$ cat src/rtl/bta_pkg.sv
// bta_pkg
// Shared definitions for the tree-adder operand loader: loader state
// encoding, the fixed operand count per addition set, counter widths and
// the default operand width / adder latency.
package bta_pkg;

   localparam int K       = 8;   // operands per addition set
   localparam int CNT_W   = 3;   // slot counter width, log2(K)
   localparam int WCNT_W  = 4;   // latency counter width, covers LAT up to 15
   localparam int M_DEF   = 16;  // default operand width
   localparam int LAT_DEF = 2;   // default tree-adder latency in cycles

   typedef enum logic [1:0] {
      ST_COLLECT = 2'd0,
      ST_LAUNCH  = 2'd1,
      ST_WAIT    = 2'd2,
      ST_RESULT  = 2'd3
   } bta_state_e;

endpackage

$ cat src/rtl/bta_operand_bank.sv
// bta_operand_bank
// K x M operand register file. One slot is written per cycle when i_we is
// high, selected by i_waddr. All slots are readable in parallel so the tree
// adder sees the whole set at once. Synchronous active-high reset clears
// every slot.
//
// Ports
//   i_clk    clock
//   i_rst    synchronous reset, active high
//   i_we     write enable
//   i_waddr  slot index to write
//   i_wdata  operand value
//   o_ops    all slots, o_ops[0] is slot 0
module bta_operand_bank
   import bta_pkg::*;
#(
   parameter int M = M_DEF
)(
   input  logic                  i_clk,
   input  logic                  i_rst,
   input  logic                  i_we,
   input  logic [CNT_W-1:0]      i_waddr,
   input  logic [M-1:0]          i_wdata,
   output logic [K-1:0][M-1:0]   o_ops
);

   logic [K-1:0]        w_we_slot;
   logic [K-1:0][M-1:0] r_ops;

   always_comb begin
      w_we_slot = '0;
      for (int k = 0; k < K; k++) begin
         w_we_slot[k] = i_we && (i_waddr == CNT_W'(k));
      end
   end

   always_ff @(posedge i_clk) begin
      if (i_rst) begin
         r_ops <= '0;
      end else begin
         for (int k = 0; k < K; k++) begin
            if (w_we_slot[k]) begin
               r_ops[k] <= i_wdata;
            end
         end
      end
   end

   assign o_ops = r_ops;

endmodule

$ cat src/rtl/bta_operand_loader.sv
// bta_operand_loader
// Collects K=8 operands (plus a carry-in taken with operand 0) over a
// valid/ready stream, launches a fixed-latency tree adder with a one-cycle
// pulse, waits LAT cycles, captures the sum/carry and holds them until the
// downstream consumer accepts. No new operands are taken while a result is
// pending.
//
// Ports
//   clk, rst               clock, synchronous active-high reset
//   in_valid/in_ready      operand stream handshake
//   in_data, in_cin        operand value, carry-in (used with slot 0 only)
//   op_a..op_h, op_c0      operands 0..7 and carry-in to the tree adder
//   add_start              one-cycle launch pulse to the tree adder
//   add_sum, add_carry     tree adder result
//   res_valid/res_ready    result handshake
//   res_sum, res_carry     captured result
//   busy                   high whenever not collecting operands
//
// state      | meaning
// -----------+-------------------------------------------------
// ST_COLLECT | accepting operands into slots 0..7
// ST_LAUNCH  | operand set complete, add_start pulsed
// ST_WAIT    | counting adder latency, capture at wcnt==LAT
// ST_RESULT  | result held until res_valid & res_ready
module bta_operand_loader
   import bta_pkg::*;
#(
   parameter int M   = M_DEF,
   parameter int LAT = LAT_DEF
)(
   input  logic           clk,
   input  logic           rst,
   input  logic           in_valid,
   output logic           in_ready,
   input  logic [M-1:0]   in_data,
   input  logic           in_cin,
   output logic [M-1:0]   op_a,
   output logic [M-1:0]   op_b,
   output logic [M-1:0]   op_c,
   output logic [M-1:0]   op_d,
   output logic [M-1:0]   op_e,
   output logic [M-1:0]   op_f,
   output logic [M-1:0]   op_g,
   output logic [M-1:0]   op_h,
   output logic           op_c0,
   output logic           add_start,
   input  logic [M+4:0]   add_sum,
   input  logic           add_carry,
   output logic           res_valid,
   input  logic           res_ready,
   output logic [M+4:0]   res_sum,
   output logic           res_carry,
   output logic           busy
);

   localparam logic [CNT_W-1:0]  LAST_SLOT = CNT_W'(K - 1);
   localparam logic [WCNT_W-1:0] LAT_W     = WCNT_W'(LAT);

   bta_state_e          r_state;
   bta_state_e          w_state_nxt;
   logic [CNT_W-1:0]    r_cnt;
   logic [WCNT_W-1:0]   r_wcnt;
   logic                r_c0;
   logic [M+4:0]        r_sum;
   logic                r_carry;

   logic                w_in_ready;
   logic                w_add_start;
   logic                w_res_valid;
   logic                w_busy;
   logic                w_accept;
   logic [K-1:0][M-1:0] w_ops;

   always_ff @(posedge clk) begin
      if (rst) begin
         r_state <= ST_COLLECT;
      end else begin
         r_state <= w_state_nxt;
      end
   end

   // Handshake outputs decode r_state only, so in_ready never sees res_ready.
   always_comb begin
      w_state_nxt = r_state;
      w_in_ready  = 1'b0;
      w_add_start = 1'b0;
      w_res_valid = 1'b0;
      w_busy      = 1'b1;
      case (r_state)
         ST_COLLECT: begin
            w_in_ready = 1'b1;
            w_busy     = 1'b0;
            if (in_valid && (r_cnt == LAST_SLOT)) begin
               w_state_nxt = ST_LAUNCH;
            end
         end
         ST_LAUNCH: begin
            w_add_start = 1'b1;
            w_state_nxt = ST_WAIT;
         end
         ST_WAIT: begin
            if (r_wcnt == LAT_W) begin
               w_state_nxt = ST_RESULT;
            end
         end
         ST_RESULT: begin
            w_res_valid = 1'b1;
            if (res_ready) begin
               w_state_nxt = ST_COLLECT;
            end
         end
         default: begin
            w_state_nxt = ST_COLLECT;
         end
      endcase
   end

   assign w_accept = w_in_ready && in_valid;

   always_ff @(posedge clk) begin
      if (rst) begin
         r_cnt   <= '0;
         r_wcnt  <= '0;
         r_c0    <= 1'b0;
         r_sum   <= '0;
         r_carry <= 1'b0;
      end else begin
         if (w_accept) begin
            // slot 7 wraps the 3-bit counter back to 0 for the next set
            r_cnt <= r_cnt + CNT_W'(1);
            if (r_cnt == '0) begin
               r_c0 <= in_cin;
            end
         end
         if (r_state == ST_LAUNCH) begin
            r_wcnt <= WCNT_W'(1);
         end else if (r_state == ST_WAIT) begin
            if (r_wcnt == LAT_W) begin
               r_wcnt  <= '0;
               r_sum   <= add_sum;
               r_carry <= add_carry;
            end else begin
               r_wcnt <= r_wcnt + WCNT_W'(1);
            end
         end
      end
   end

   bta_operand_bank #(
      .M (M)
   ) u_bank (
      .i_clk   (clk),
      .i_rst   (rst),
      .i_we    (w_accept),
      .i_waddr (r_cnt),
      .i_wdata (in_data),
      .o_ops   (w_ops)
   );

   assign op_a      = w_ops[0];
   assign op_b      = w_ops[1];
   assign op_c      = w_ops[2];
   assign op_d      = w_ops[3];
   assign op_e      = w_ops[4];
   assign op_f      = w_ops[5];
   assign op_g      = w_ops[6];
   assign op_h      = w_ops[7];
   assign op_c0     = r_c0;
   assign in_ready  = w_in_ready;
   assign add_start = w_add_start;
   assign res_valid = w_res_valid;
   assign busy      = w_busy;
   assign res_sum   = r_sum;
   assign res_carry = r_carry;

endmodule

$ cat config.mk
export PLATFORM = sky130hd
export DESIGN_NAME = bta_operand_loader
export DESIGN_NICKNAME = d
export VERILOG_FILES = /design/src/rtl/bta_pkg.sv /design/src/rtl/bta_operand_bank.sv /design/src/rtl/bta_operand_loader.sv
export SDC_FILE = /design/constraint.sdc
export NUM_CORES = 1
export LEC_CHECK = 0
export ABC_AREA = 1
export CAP_MARGIN = 10
export CORE_MARGIN = 5
export CORE_UTILIZATION = 45
export CTS_CLUSTER_DIAMETER = 50
export DETAILED_ROUTE_END_ITERATION = 8
export PLACE_DENSITY = 0.75
export SYNTH_ARGS = -nofsm -noshare
export SYNTH_HDL_FRONTEND = slang
export SYNTH_SLANG_ARGS = --single-unit
$ cat constraint.sdc
create_clock -name clk -period 1.8 [get_ports clk]
set_clock_uncertainty 0.1 [all_clocks]
set_input_delay 0.36 -clock clk [delete_from_list [all_inputs] [get_ports clk]]
set_output_delay 0.36 -clock clk [all_outputs]
set_load 0.005 [all_outputs]
== Word level (Yosys, flattened, before mapping) ==
Index checks and enable logic that the tools add are counted.
Word-level totals
  bits in registers: 160
  bits of input ports: 43
  output and inout bits: 155
  logic and storage cells: 60
Cells by class
  $add $sub $neg: 2
  eq/ne operators: 14
  multiplexer cells: 11
  bitwise gates (word level): 1
  reductions and logical operators: 17
Operators with widths (count)
  $eq A3 B3 Y1 const B: 4
  $logic_and A1 B1 Y1: 10
  $pmux W2 S4: 1
  $eq A3 B2 Y1 const B: 2
  $mux W1: 6
  $mux W2: 3
  $reduce_and A3 Y1: 2
  $add A4 B1 Y4 const B: 1
  $eq A2 B2 Y1 const B: 2
  $eq A4 B2 Y1 const B: 1
  $mux W4: 1
  $ne A2 B2 Y1 const B: 2
  $add A3 B1 Y3 const B: 1
  $eq A3 B1 Y1 const B: 1
  $logic_not A3 Y1: 1
  $eq A2 B1 Y1 const B: 1
  $logic_not A2 Y1: 1
  $ne A2 B1 Y1 const B: 1
  $reduce_and A2 Y1: 1
  $reduce_bool A2 Y1: 1
  $reduce_or A2 Y1: 1
  $not A1 Y1: 1

== Logic depth before layout (Yosys ltp) ==
Gate-level depths: netlist (run 1).
  word-level depth: 4
  depth in mapped cells: 10
  depth with buffers taken out: 9

== Cells and area by module ==
Synthesis (run 1) repeated with hierarchy kept, for this count alone.
Second synthesis, totals
  cell total of the unflattened synthesis: 903
  area total of the unflattened synthesis: 6606.3 µm²
By module, submodules not included
  bta_operand_bank: times used 1, cells an instance 726, area an instance 5170.0 µm², seq. area each 2562.5 µm²
  bta_operand_loader: times used 1, cells an instance 177, area an instance 1436.4 µm², seq. area each 640.6 µm²

== Worst setup path after synthesis (run 1) ==
No wires, ideal clock.
  path kind: reg-to-reg
  from: register r_state[0]
  to: register u_bank.r_ops (netlist bit u_bank.o_ops[101])
  setup time: 113 ps
  arrival: 1479 ps
  data required time: 1587 ps
  path slack: 108 ps
  stages on the path, launching flop included: 11
  buffers on the path: 2
  period minus slack after synthesis: 1692 ps
  cell sequence: dfxtp_1 -> inv_1 -> ha_1 -> nand2_4 -> inv_4 -> buf_6 -> nand3_4 -> clkinv_2 -> buf_6 -> nor2_1 -> nor2_1
On the way
  cells in the longest elaborated chain, start to end: 4
Ends and longest elaborated chain
  from (decl): RTL line bta_operand_loader.sv:59  | bta_state_e r_state;
  from (signal assigned): RTL line bta_operand_loader.sv:78  | r_state <= w_state_nxt;
  $logic_not A2 Y1: RTL line bta_operand_loader.sv:89  | case (r_state)
  $mux W1: RTL line bta_operand_loader.sv:89
  net in_ready: RTL line bta_operand_loader.sv:34  | output logic in_ready,
  $logic_and A1 B1 Y1: RTL line bta_operand_loader.sv:118  | assign w_accept = w_in_ready && in_valid;
  $logic_and A1 B1 Y1: RTL line bta_operand_bank.sv:33  | w_we_slot[k] = i_we && (i_waddr == CNT_W'(k));
  to (signal, indexed assignment): RTL line bta_operand_bank.sv:43  | r_ops[k] <= i_wdata;
  to (decl): RTL line bta_operand_bank.sv:28  | logic [K-1:0][M-1:0] r_ops;
The timed path passes the listed nets, and every way through them passes these cells.
A chain may end at the register's enable or synchronous reset.

== Worst setup path after layout (run 1) ==
  from: register r_state[1]
  to: output in_ready
On the way
  cells in the longest elaborated chain, start to end: 2
Ends and longest elaborated chain (RTL line)
  $logic_not A2 Y1: bta_operand_loader.sv:89
  $mux W1: bta_operand_loader.sv:89
  to (decl): bta_operand_loader.sv:34
Every way passes these cells.

==> out/metrics.yaml, run 1 <==
wirelength_um: 18390
critPathRequiredTime_ns: 1.34
dieArea_mm2: 0.01560
cts_root_buffer: "clkbuf_16"
grt.total_usage_pct: 22.98
endpoint_kind: "output pin"
r2r_slack_ns: 0.09
row_count: 42
area_growth_pct: 49.81
synthTopCellsByArea: "dfxtp_1, nor2_1, o21ai_0"
yosys.cell_types.count: 24
hold_viol_final: 0
internal_power_w: 0.007378
async_reset_ff_share_pct: 0
globalRoute.totalOverflow: 0
clk_path_buf_depth: 2
cp_max_fo: 4
min_period_ns: 1.771
rr_worst_depth: 9
power.leakage_nw: 3.514
status: "finished, final reports clean"
worstHoldStart: "rst"
p_clk_share_pct: 35.7
combPwrFrac_pct: 23.7
critPathArrivalTime_ns: 1.31
dpl.hpwl_um: 12480
grt_pass1_vias: 5381
tritoncts: "built"
fin_crit_sh_pct: 98.36
die_h_um: 124.9
grt_pass1_wl_um: 28770
rsz0062_at_grt: "yes"
critPathKind: "reg2out"
grt_max_degree: 104
placed_area_mm2: 0.008209
drc: 0
switching_share_pct: 27.85
drv_slew: 0
setup_viol_count_final: 0
hold-path-cell-count: 2
cts_buffers: 17
dieWidth_um: 124.9
start_util_pct: 45.40
max_slew.worst_pin.slew_ns: 0.4890
yosys_warnings: 0
drive_gt1_share_pct: 9.865
core-area_mm2: 0.01309
synth_top_cell_by_area: "dfxtp_1"
synthFlopType: "dfxtp_1"
reg2reg_from: "r_state[0]"
avgSynthCellArea_um2: 7.963
synth_edf_count: 0
cts_hold_buf: 0
vias: 5817
final_nets: 1005
hold_path.class: "in2reg"
path_clk_slew_ns: 0.06
fmaxAchievable_mhz: 564.8
antenna_found_initial: 0
routedWlPerCell_um: 16.15
synth.top_cell.area_share_pct: 53.92
synth_nets: 801
ys_ff_latch: 160
worstHoldEndpoint: "u_bank.o_ops[55]"
dr.pass1.iters: 4
r2r_end: "u_bank.o_ops[17]"
yosysMostFrequentCell: "nor2_1"
ys_top_cells_by_count: "nor2_1, dfxtp_1, o21ai_0, nand2_1, a21oi_1"
final_area_mm2: 0.008900
routed_via_density: 5.107
startpoint_type: "flip-flop"
clock_sinks: 160
ios: 198
power_switching_w: 0.002848
clock_latency_ns: 0.42
htreeDepth: 4
fin_hold_ws_ns: 0.1549
drtIter0Drc: 492
pwr-share-seq_pct: 40.6
ir_worst_vdd_mv: 0.6583
netlist_area_mm2: 0.005941
maxSlewHeadroom_pct: 67.30
port-buffer-count: 197
power.density_mw_per_mm2: 1149
synth_seq_area_share_pct: 53.92
ant_nets: 0
max_cap_violations: 0
antenna_cells: 0
gp_congestion: 0.8123
synthCells: 746
-- flip-flops by register name, indices dropped and copies added (netlist names) --
signal / cells
r_cnt: 3
u_bank.o_ops: 128
res_carry: 1
op_c0: 1
res_sum: 21
r_wcnt: 4
r_state: 2
-- how the worst max path moves through the flow --
stage,start,to,slack (ns),cells after the start
2_1_floorplan,r_state[0],u_bank.o_ops[101],0.11,10
3_3_place_gp,in_valid,u_bank.o_ops[25],-0.09,7
3_5_place_dp,in_valid,u_bank.o_ops[31],-0.13,7
4_1_cts,r_state[1],busy,-0.02,5
5_1_grt,r_state[0],u_bank.o_ops[17],-0.03,9
6_report,r_state[1],in_ready,0.03,4
-- per-stage QoR --
step	instances	utilization, %	TNS, ns	setup slack [ns]	power [W]
CTS	1139	67.80	-0.02449	-0.02449	0.01026
detailed placement	1105	62.74	-6.200	-0.1328	0.006574
global route	1139	68.01	-0.05681	-0.03049	0.01071
global placement	1105	62.74	-4.082	-0.08598	0.006537
floorplan	746	-	0	0.1077	0.005270
finish	1139	68.01	0	0.02944	0.01023
-- placed cells by master, fill, tap and decap left out, drive strengths merged --
cell	count
a21oi	62
a31oi	1
buf	37
bufinv	2
clkbuf	25
clkdlybuf4s15	2
clkdlybuf4s50	183
clkinv	4
clkinvlp	3
dfxtp	160
dlygate4sd2	1
dlymetal6s2s	9
ha	12
inv	24
nand2	70
nand3	38
nand4	22
nor2	201
nor3	3
o21ai	104
-- cell type report --
| cell class | instances | area, um2 |
|---|---|---|
| timing repair buffer | 233 | 2307 |
| multi-input combinational | 513 | 2449 |
| clock buffer | 24 | 511.7 |
| inverter | 25 | 100.1 |
| clock inverter | 8 | 101.3 |
| fill | 1016 | 4185 |
| sequential | 160 | 3211 |
| tap | 176 | 220.2 |
-- worst max-delay path, cell delays in order (launching register included) --
cell and delay (ns):
dfxtp_2 0.33, inv_2 0.05, buf_4 0.14, ha_4 0.17, clkdlybuf4s15_1 0.20
-- what timing repair did --
action | CTS | global route
pin swaps | 1 | 0
cloned | 0 | 0
resized for setup | 18 | 14
endpoints found under the setup margin | 4 | 33
hold endpoints to repair | 0 | 0
buffers inserted | 2 | 0
-- per-layer routing --
metal  part of all wire (%)  vias up  GRT usage (%)  routed length (um)
li1                       -     2868              -                   -
met1                     43     2703          29.29                8000
met2                     47      218          37.69                8684
met3                    7.5       28          6.218                1387
met4                    1.7        0          7.908                 321
met5                      0        -              0                   0
-- cells by family (layout without fill, tap and decap cells) --
kind of cell | count (synthesis) | after routing | share of synthesized area, %
adder cells (fa/ha/maj) | 12 | 12 | 2.527
AND/OR/NAND/NOR | 334 | 334 | 24.05
flip-flops | 160 | 160 | 53.92
buffers and inverters | 73 | 290 | 5.413
AO/OA/AOI/OAI | 167 | 167 | 14.09
-- power groups by stage --
stage / clock network, W / logic [W] / registers (W)
floorplan: 0 / 0.00106 / 0.00421
global placement: 0 / 0.00234 / 0.00420
CTS: 0.00368 / 0.00243 / 0.00415
detailed placement: 0 / 0.00236 / 0.00421
global route: 0.00387 / 0.00265 / 0.00419
finish: 0.00365 / 0.00242 / 0.00415
Power figures use the tool's default switching activity.
==> run 2: changes to the inputs <==
--- a/config.mk
+++ b/config.mk
@@ -8,10 +8,10 @@
 export ABC_AREA = 1
 export CAP_MARGIN = 10
 export CORE_MARGIN = 5
-export CORE_UTILIZATION = 45
-export CTS_CLUSTER_DIAMETER = 50
+export CORE_UTILIZATION = 40
+export CTS_CLUSTER_DIAMETER = 200
 export DETAILED_ROUTE_END_ITERATION = 8
-export PLACE_DENSITY = 0.75
+export PLACE_DENSITY = 0.67
 export SYNTH_ARGS = -nofsm -noshare
 export SYNTH_HDL_FRONTEND = slang
 export SYNTH_SLANG_ARGS = --single-unit
==> out/metrics.yaml, run 2 (synthesized netlist as in run 1, its figures left out) <==
antenna_found_initial: 0  # unchanged
cts_root_buffer: "clkbuf_16"
globalRoute.totalOverflow: 0  # unchanged
start_util_pct: 40.87  # -4.5 points
max_cap_violations: 0  # unchanged
crit_family: "buffers and inverters"
vias: 5767  # -0.86%
port-buffer-count: 197  # unchanged
worstHoldStart: "rst"
area_growth_pct: 49.85  # about the same
largest_reg_flops: 128  # unchanged
layout_common_cells: "nor2_1, clkdlybuf4s50_1, dfxtp_1, o21ai_0, nand2_1"
routedWlPerCell_um: 16.43  # +1.8%
setup_ws_ns: 0.03483  # +0.005392 ns
r2r_slack_ns: 0.17  # +0.08 ns
place_ws_ns: -0.1264  # +0.006432 ns
cts_hold_buf: 0  # unchanged
dieArea_mm2: 0.01739  # +11%
multiInputGateArea_mm2: 0.002444  # -0.20%
clk_path_buf_depth: 2  # unchanged
drc: 0  # unchanged
power.leakage_nw: 3.531  # +0.50%
row_count: 44  # +4.8%
critPathKind: "reg2out"
clock_latency_ns: 0.42  # about the same
grt.total_usage_pct: 20.99  # -2.0 points
placed_area_mm2: 0.008267  # +0.70%
routed_via_density: 5.015  # -1.8%
rr_worst_depth: 5  # -4
fmaxAchievable_mhz: 566.5  # +0.31%
num-fill-cells: 1330  # +31%
fin_util_pct: 61.25  # -6.8 points
endpoint_kind: "output pin"
cpPeakStageDelay_ns: 0.53  # +0.20 ns
grt_pass1_wl_um: 29190  # +1.4%
r2r_end: "u_bank.o_ops[126]"
hold_viol_final: 0  # unchanged
tritoncts: "built"
setup_viol_count_final: 0  # unchanged
grt_pass1_vias: 5208  # -3.2%
power.density_mw_per_mm2: 1125  # -2.1%
drive_gt1_share_pct: 9.731  # -0.13 points
fin_crit_sh_pct: 98.07  # -0.30 points
gp_congestion: 0.7846  # -3.4%
critPathRequiredTime_ns: 1.34  # about the same
drv_slew: 0  # unchanged
dr.pass1.iters: 6  # +2
ant_nets: 0  # unchanged
reg2reg_from: "r_cnt[0]"
final_nets: 1008  # +0.30%
hold_path.class: "in2reg"
grt_max_degree: 54  # -48%
min_period_ns: 1.765  # -0.005392 ns
drtIter0Drc: 464  # -5.7%
ir_worst_vdd_mv: 0.6719  # +2.1%
hold-path-cell-count: 2  # unchanged
maxSlewHeadroom_pct: 65.52  # -1.8 points
seqCellArea_mm2: 0.003212  # about the same
htreeDepth: 4  # unchanged
path_cells: "clkdlybuf4s50_1"
status: "finished, final reports clean"
final_area_mm2: 0.008902  # about the same
final_common_cell: "nor2_1"
antenna_cells: 0  # unchanged
cts_buffers: 17  # unchanged
ios: 198  # unchanged
cp_max_fo: 2  # -2
clock_sinks: 160  # unchanged
wirelength_um: 18900  # +2.7%
path_clk_slew_ns: 0.06  # about the same
die_h_um: 131.9  # +5.6%
worstHoldEndpoint: "u_bank.o_ops[113]"
crit_slowest_cell: "clkdlybuf4s50_1"
rsz0062_at_grt: "no"
critical_path_buf_inv_count: 1  # -2
max_slew.worst_pin.slew_ns: 0.5172  # +0.02820 ns
fin_hold_ws_ns: 0.1355  # -0.01948 ns
dpl.hpwl_um: 12830  # +2.8%
dieWidth_um: 131.9  # +5.6%
startpoint_type: "flip-flop"
core-area_mm2: 0.01453  # +11%
critPathArrivalTime_ns: 1.31  # about the same
-- run 2: changes by cell type in the layout (fill, tap and decap cells not counted), sizes merged --
cell,before,now
buf,37,40
clkbuf,25,22
clkdlybuf4s15,2,3
clkdlybuf4s50,183,179
clkinv,4,5
clkinvlp,3,4
dlygate4sd2,1,3
dlymetal6s2s,9,11
-- run 2: cell type report --
cell class                      count  share of cell area [%]
Sequential cell                   160                   36.08
Multi-Input combinational cell    513                   27.45
Timing Repair Buffer              236                   26.49
Clock buffer                       22                   4.989
Tap cell                          184                   2.586
Clock inverter                     10                   1.279
Inverter                           25                   1.124
-- run 2: routing by layer --
layer	GRT usage [%]	up-vias	part of all wire (%)
li1	-	2874	-
met1	27.81	2650	44
met2	33.55	221	47
met3	5.992	22	7.4
met4	5.886	0	1.2
met5	0	-	0
-- run 2: worst max path at each step --
stage / startpoint / to / slack, ns / cells past startpoint
global placement: in_valid / u_bank.o_ops[80] / -0.10 / 7
global route: u_bank.o_ops[22] / op_b[6] / 0.000006 / 1
finish: u_bank.o_ops[106] / op_g[10] / 0.03 / 1
CTS: u_bank.o_ops[113] / op_h[1] / 0.009 / 1
floorplan: r_state[0] / u_bank.o_ops[101] / 0.11 / 10
detailed placement: in_valid / u_bank.o_ops[115] / -0.13 / 7
-- run 2: timing repair --
action,CTS,global route
gates resized for setup,17,17
pin swaps,0,1
endpoints found under the setup margin,7,15
setup buffers,1,1
-- run 2: stage by stage --
step / setup TNS (ns) / power (W) / std cells
3_5_place_dp: -8.341 / 0.006621 / 1116
4_1_cts: 0 / 0.01007 / 1149
5_1_grt: 0 / 0.01050 / 1150
3_3_place_gp: -6.901 / 0.006600 / 1116
6_report: 0 / 0.01002 / 1150
2_1_floorplan: 0 / 0.005270 / 746
-- run 2: where the power goes --
group          switching, W  leakage [nW]  internal [W]
registers          0.000216          1.30       0.00393
clock network       0.00140         0.260       0.00203
logic               0.00124          1.97       0.00120
total               0.00285          3.53       0.00717
